[src/rtl/intc_pkg.sv]
// intc_pkg: shared FSM state type, bus codes and vector packing for the interrupt responder
package intc_pkg;
  localparam int NCHAN = 9;
  localparam logic [3:0] CHAN_MAX = 4'd8;
  localparam logic [1:0] BUS_A = 2'd0;
  localparam logic [1:0] BUS_B = 2'd1;
  localparam logic [1:0] BUS_C = 2'd2;
  typedef enum logic [1:0] {IDLE, REQ, ACK, GAP} state_t;
  // the 6-bit vector keeps the low six bits of {bus_code, 0, chan}
  function automatic logic [5:0] vec_f(input logic [1:0] b, input logic [3:0] c);
    logic [6:0] v;
    v = {b, 1'b0, c};
    return v[5:0];
  endfunction
endpackage

[src/rtl/intc_responder_if.sv]
// intc_responder_if: controller/CPU side signals of the interrupt responder
interface intc_responder_if;
  import intc_pkg::*;
  logic irq_valid;
  logic [2:0] bus_sel;
  logic [3:0] chan;
  logic cpu_ack;
  logic cpu_done;
  logic irq_to_cpu;
  logic [5:0] vector;
  logic [NCHAN-1:0] ack_a;
  logic [NCHAN-1:0] ack_b;
  logic [NCHAN-1:0] ack_c;
  logic busy;
  logic err;
  modport master(output irq_valid, bus_sel, chan, cpu_ack, cpu_done,
                 input irq_to_cpu, vector, ack_a, ack_b, ack_c, busy, err);
  modport slave(input irq_valid, bus_sel, chan, cpu_ack, cpu_done,
                output irq_to_cpu, vector, ack_a, ack_b, ack_c, busy, err);
endinterface

[src/rtl/intc_onehot_dec.sv]
// intc_onehot_dec: bus/channel to 27-bit one-hot, bit index = bus*NCHAN + chan
module intc_onehot_dec
  import intc_pkg::*;
(
  input  logic [1:0]           bus,
  input  logic [3:0]           chan,
  input  logic                 en,
  output logic [3*NCHAN-1:0]   onehot
);
  localparam logic [3*NCHAN-1:0] ONE = 1;
  logic [5:0] idx;
  always_comb begin
    idx = 6'(bus) * 6'(NCHAN) + 6'(chan);
    onehot = en ? ONE << idx : '0;
  end
endmodule

[src/rtl/intc_responder.sv]
// intc_responder: captures a granted interrupt, presents it to the CPU and acknowledges the source
module intc_responder
  import intc_pkg::*;
#(
  parameter int TIMEOUT = 255,
  parameter int NCHAN = 9
) (
  input logic clk,
  input logic rst,
  intc_responder_if.slave io
);
  state_t state, state_n;
  logic [1:0] bus_q, bus_n;
  logic [3:0] chan_q, chan_n;
  logic [7:0] cnt, cnt_n;
  logic err_n, legal;
  logic [3*NCHAN-1:0] oh;
  always_comb begin
    state_n = state;
    bus_n = bus_q;
    chan_n = chan_q;
    cnt_n = cnt;
    err_n = 1'b0;
    legal = io.bus_sel != 3'd0 && io.chan < 4'(NCHAN);
    unique case (state)
      IDLE: if (io.irq_valid) begin
        if (legal) begin
          state_n = REQ;
          bus_n = io.bus_sel[0] ? BUS_A : io.bus_sel[1] ? BUS_B : BUS_C;
          chan_n = io.chan;
          cnt_n = 8'd0;
        end else err_n = 1'b1;
      end
      REQ: begin
        // an acknowledge arriving with the timeout still wins
        if (io.cpu_ack) state_n = ACK;
        else if (cnt == 8'(TIMEOUT - 1)) begin
          state_n = IDLE;
          err_n = 1'b1;
        end else cnt_n = cnt + 8'd1;
      end
      ACK: state_n = io.cpu_done ? GAP : ACK;
      GAP: state_n = IDLE;
    endcase
    if (state_n == IDLE) begin
      bus_n = 2'd0;
      chan_n = 4'd0;
      cnt_n = 8'd0;
    end
  end
  intc_onehot_dec dec (.bus(bus_n), .chan(chan_n), .en(state_n == ACK), .onehot(oh));
  always_ff @(posedge clk) begin
    if (rst) begin
      state <= IDLE;
      bus_q <= 2'd0;
      chan_q <= 4'd0;
      cnt <= 8'd0;
      io.irq_to_cpu <= 1'b0;
      io.busy <= 1'b0;
      io.err <= 1'b0;
      io.vector <= 6'd0;
      io.ack_a <= '0;
      io.ack_b <= '0;
      io.ack_c <= '0;
    end else begin
      state <= state_n;
      bus_q <= bus_n;
      chan_q <= chan_n;
      cnt <= cnt_n;
      io.irq_to_cpu <= state_n == REQ;
      io.busy <= state_n == ACK;
      io.err <= err_n;
      io.vector <= (state_n == REQ || state_n == ACK) ? vec_f(bus_n, chan_n) : 6'd0;
      io.ack_a <= oh[NCHAN-1:0];
      io.ack_b <= oh[2*NCHAN-1:NCHAN];
      io.ack_c <= oh[3*NCHAN-1:2*NCHAN];
    end
  end
endmodule
[src/flat_wrapper.sv]
// flat-port wrapper written by rule: the top's interface ports become plain ports
module intc_responder_flat import intc_pkg::*;
#(
  parameter int TIMEOUT = 255,
  parameter int NCHAN = 9
)
  (clk, rst, io_irq_valid, io_bus_sel, io_chan, io_cpu_ack, io_cpu_done, io_irq_to_cpu, io_vector, io_ack_a, io_ack_b, io_ack_c, io_busy, io_err);
  intc_responder_if io_i ();
  input logic clk;
  input logic rst;
  input wire logic [$bits(io_i.irq_valid)-1:0] io_irq_valid;
  input wire logic [$bits(io_i.bus_sel)-1:0] io_bus_sel;
  input wire logic [$bits(io_i.chan)-1:0] io_chan;
  input wire logic [$bits(io_i.cpu_ack)-1:0] io_cpu_ack;
  input wire logic [$bits(io_i.cpu_done)-1:0] io_cpu_done;
  output wire logic [$bits(io_i.irq_to_cpu)-1:0] io_irq_to_cpu;
  output wire logic [$bits(io_i.vector)-1:0] io_vector;
  output wire logic [$bits(io_i.ack_a)-1:0] io_ack_a;
  output wire logic [$bits(io_i.ack_b)-1:0] io_ack_b;
  output wire logic [$bits(io_i.ack_c)-1:0] io_ack_c;
  output wire logic [$bits(io_i.busy)-1:0] io_busy;
  output wire logic [$bits(io_i.err)-1:0] io_err;
  assign io_i.irq_valid = io_irq_valid;
  assign io_i.bus_sel = io_bus_sel;
  assign io_i.chan = io_chan;
  assign io_i.cpu_ack = io_cpu_ack;
  assign io_i.cpu_done = io_cpu_done;
  assign io_irq_to_cpu = io_i.irq_to_cpu;
  assign io_vector = io_i.vector;
  assign io_ack_a = io_i.ack_a;
  assign io_ack_b = io_i.ack_b;
  assign io_ack_c = io_i.ack_c;
  assign io_busy = io_i.busy;
  assign io_err = io_i.err;
  intc_responder #(.TIMEOUT(TIMEOUT), .NCHAN(NCHAN)) u_core (.clk(clk), .rst(rst), .io(io_i));
endmodule
[config.mk]
export PLATFORM = sky130hd
export DESIGN_NAME = intc_responder_flat
export DESIGN_NICKNAME = d
export VERILOG_FILES = /design/src/rtl/intc_pkg.sv /design/src/rtl/intc_responder_if.sv /design/src/rtl/intc_onehot_dec.sv /design/src/rtl/intc_responder.sv /design/src/flat_wrapper.sv
export SDC_FILE = /design/constraint.sdc
export NUM_CORES = 1
export LEC_CHECK = 0
export CORE_ASPECT_RATIO = 1.2
export CORE_MARGIN = 4
export CORE_UTILIZATION = 52
export DETAILED_ROUTE_END_ITERATION = 6
export PLACE_DENSITY = 0.84
export SLEW_MARGIN = 10
export SYNTH_ARGS = -nofsm -noshare
export SYNTH_HDL_FRONTEND = slang
export SYNTH_SLANG_ARGS = --single-unit
[constraint.sdc]
create_clock -name clk -period 11.9 [get_ports clk]
set_input_delay 1.785 -clock clk [delete_from_list [all_inputs] [get_ports clk]]
set_output_delay 1.785 -clock clk [all_outputs]
set_load 0.01 [all_outputs]
==> impl_metrics.csv <==
group,metric,value,unit
grt,grt_pass1_vias,1671,
routing,dr.pass1.iters,4,
die,initial_utilization,0.539,
routing,route.detailed.drc,0,
hold_path,min_to,"u_core.cnt[5]",
logic_synthesis,ys_seq_elements,51,
final_layout,drive_above_1_share,0.0709,
worst_setup_path,path_class,"input port to flip-flop",
power_and_ir_drop,leakage,1.02,nW
hold_path,hp-class,"flip-flop to flip-flop",
logic_synthesis,ys_seq_area_frac,0.481,
timing,rsz0062_at_grt,"false",
die,core-area,0.00394,sq mm
timing,drv_slew,0,
clock_network,clock_path_buffers,2,
die,core.rowCount,25,
logic_synthesis,ys_warn_count,0,
worst_setup_path,cp-end-kind,"flip-flop",
worst_setup_path,r2r_end,"u_core.io.ack_c[2]",
routing,dr_total_vias,1644,
final_layout,fin_util,0.681,
timing,fin_hold_ws,0.505,ns
clock_network,cts_root_buffer,"clkbuf_8",
final_layout,stdcell_count,322,
hold_path,holdPathStages,2,
placed_design,hpwlAfterDp,3330,um
clock_network,cts_setup_buffers,0,
clock_network,cts.clk_slew.worst_paths,0.09,ns
timing,final.setup.tns,0,ns
clock_network,cts_tree,"built",
worst_setup_path,path_max_fanout,15,
die,die_height,78.0,um
timing,fin_crit,5.50,ns
placed_design,gp_congestion,0.796,
logic_synthesis,mappedNetlistNets,248,
grt,grt_max_degree,16,
routing,wl,4430,um
routing,drtAntennaViolNets,0,
grt,grt_pass1_wl,7650,um
final_layout,fin_nets,291,
grt,grtUsageTotal,0.189,
logic_synthesis,synth_cell_types,53,
final_layout,n_fill_cell,339,
grt,grt_util_met2,0.330,
clock_network,hold_buffers,0,
placed_design,numPortBuffers,46,
worst_setup_path,r2r-start,"u_core.cnt[1]",
job,maxCapViolCount,0,
die,die_w,66.4,um
worst_setup_path,worst-r2r-setup-slack,7.63,ns
clock_network,clk_latency,0.30,ns
grt,grt_use_met1,0.223,
timing,max_slew_margin,0.538,
clock_network,cts_made_buffers,5,
logic_synthesis,syn-instance-count,224,
timing,final_hold_viol_count,0,
clock_network,htree_num_levels,2,
routing,drt_iter0_drc,92,
placed_design,dp_cells,314,
logic_synthesis,avgSynthCellArea,9.48,sq um
clock_network,clock-sinks,51,
power_and_ir_drop,vdd_drop_max,0.0742,mV
logic_synthesis,synth_edf_count,0,
worst_setup_path,r2r_cells,15,
worst_setup_path,critPathArrivalTime,5.73,ns
timing,skew,0.00819,ns
final_layout,antenna_cells,0,
routing,wl_per_cell,13.8,um
clock_network,post_cts_resized,0,
outcome,status,"complete, no violations",
routing,avgViaCountPerCell,5.11,
logic_synthesis,synthArstFlopShare,0,
timing,post-route-period-util,0.463,
final_layout,area_growth,26.3,%
grt,busiest_layer,"met2",
final_layout,stdcell_area,0.00268,sq mm
grt,overflow,0,
grt,grtUsageMet3,0.0529,
placed_design,place_area,0.00260,sq mm
timing,worstMarginPinSlew,0.688,ns
worst_setup_path,critPathRequiredTime,12.12,ns
die,dieArea,0.00518,sq mm
logic_synthesis,ys_dominant_reg_cell,"dfxtp_1",
timing,setup_viol,0,
timing,fmax,0.182,GHz
hold_path,hp-start,"u_core.cnt[5]",
worst_setup_path,critPathLaunchType,"input port",
die,ioPinCount,48,
power_and_ir_drop,powerDensity,113,mW/mm^2
grt,antenna_found_initial,0,
logic_synthesis,synth_area,0.00212,sq mm
[synth_stat cells, types with 3 or more instances]
master,n,area share
inv_1,9,0.016
ha_1,11,0.065
nor2b_1,3,0.0088
clkbuf_1,3,0.0053
and3_1,3,0.0088
dfxtp_1,51,0.48
nand2_1,11,0.019
nor2_1,45,0.080
mux2i_1,7,0.033
a21oi_1,3,0.0071
or3b_1,4,0.016
a31oi_1,3,0.0088
nand2b_1,4,0.012
nand3_1,6,0.014
o21ai_1,3,0.0071
nor3_1,9,0.021
[through the flow]
| stage | total power, W | worst slack (ns) |
|---|---|---|
| floorplan | 0.000202 | 6.94 |
| global placement | 0.000212 | 6.18 |
| detailed placement | 0.000212 | 6.12 |
| CTS | 0.000305 | 6.42 |
| global route | 0.000318 | 6.10 |
| finish | 0.000303 | 6.40 |
[kinds of logic after synthesis]
| group | Yosys count | synth area share |
|---|---|---|
| AND/OR/NAND/NOR | 108 | 0.280 |
| flip-flops | 51 | 0.481 |
| AO/OA/AOI/OAI | 25 | 0.0848 |
| buffers and inverters | 19 | 0.0418 |
| adder cells (fa/ha/maj) | 12 | 0.0742 |
| multiplexers | 7 | 0.0330 |
| other | 1 | 0.00177 |
| XOR/XNOR | 1 | 0.00412 |
[layout make-up]
class | instances | area [sq um] | share of cell area
tap | 54 | 67.6 | 0.0252
sequential | 51 | 1020 | 0.381
multi-input combinational | 154 | 1010 | 0.378
clock inverter | 2 | 12.5 | 0.00466
timing repair buffer | 46 | 460 | 0.172
inverter | 9 | 33.8 | 0.0126
clock buffer | 6 | 72.6 | 0.0271
[registers in the layout, summed over array words and instances, names as in the netlist]
signal,count
u_core.io.irq_to_cpu,1
u_core.io.vector,5
u_core.io.err,1
u_core.io.ack_c,9
u_core.state,2
u_core.io.ack_b,9
u_core.chan_q,4
u_core.io.busy,1
u_core.bus_q,2
u_core.cnt,8
u_core.io.ack_a,9
[layer usage]
layer  routed length (um)  vias to the layer above
met1                 1910                      761
met5                    0                        -
met3                  165                        5
li1                     -                      851
met4                   46                        0
met2                 2310                       27
[critical path: stages]
cell,delay [ns]
clkdlybuf4s50_1,0.44
o31ai_1,0.41
nand4_2,0.48
o21a_1,0.27
ha_1,0.31
nor2_1,0.18
ha_1,0.17
ha_1,0.17
inv_1,0.06
fa_1,0.41
or3b_1,0.40
a211oi_2,0.25
a21bo_2,0.28
nor3_2,0.10
[power by group]
part,switching [W],internal [W]
logic,0.0000207,0.0000141
registers,0.00000131,0.000173
clock network,0.0000527,0.0000411
[layout by cell type, fill, tap and decap left out, types with 4 or more instances in the layout]
cell	netlist	layout
clkbuf_8	0	5
clkdlybuf4s50_1	0	46
dfxtp_1	51	51
ha_1	11	11
inv_1	9	9
mux2i_1	7	7
nand2_1	11	11
nand2b_1	4	4
nand3_1	6	6
nor2_1	45	45
nor3_1	9	9
or3b_1	4	4
[how the worst max path moves through the flow]
stage                                     to  cells past startpoint     startpoint  slack, ns
after floorplan           u_core.io.ack_c[2]                     15  io_bus_sel[0]       6.94
after global placement    u_core.io.ack_c[2]                     14     io_chan[2]       6.18
after detailed placement  u_core.io.ack_c[2]                     14     io_chan[2]       6.12
after CTS                 u_core.io.ack_c[2]                     14     io_chan[2]       6.42
after global routing      u_core.io.ack_a[1]                     15     io_cpu_ack       6.10
final                     u_core.io.ack_c[2]                     14     io_chan[2]       6.40
No activity file was read; power rests on OpenSTA's default activity.
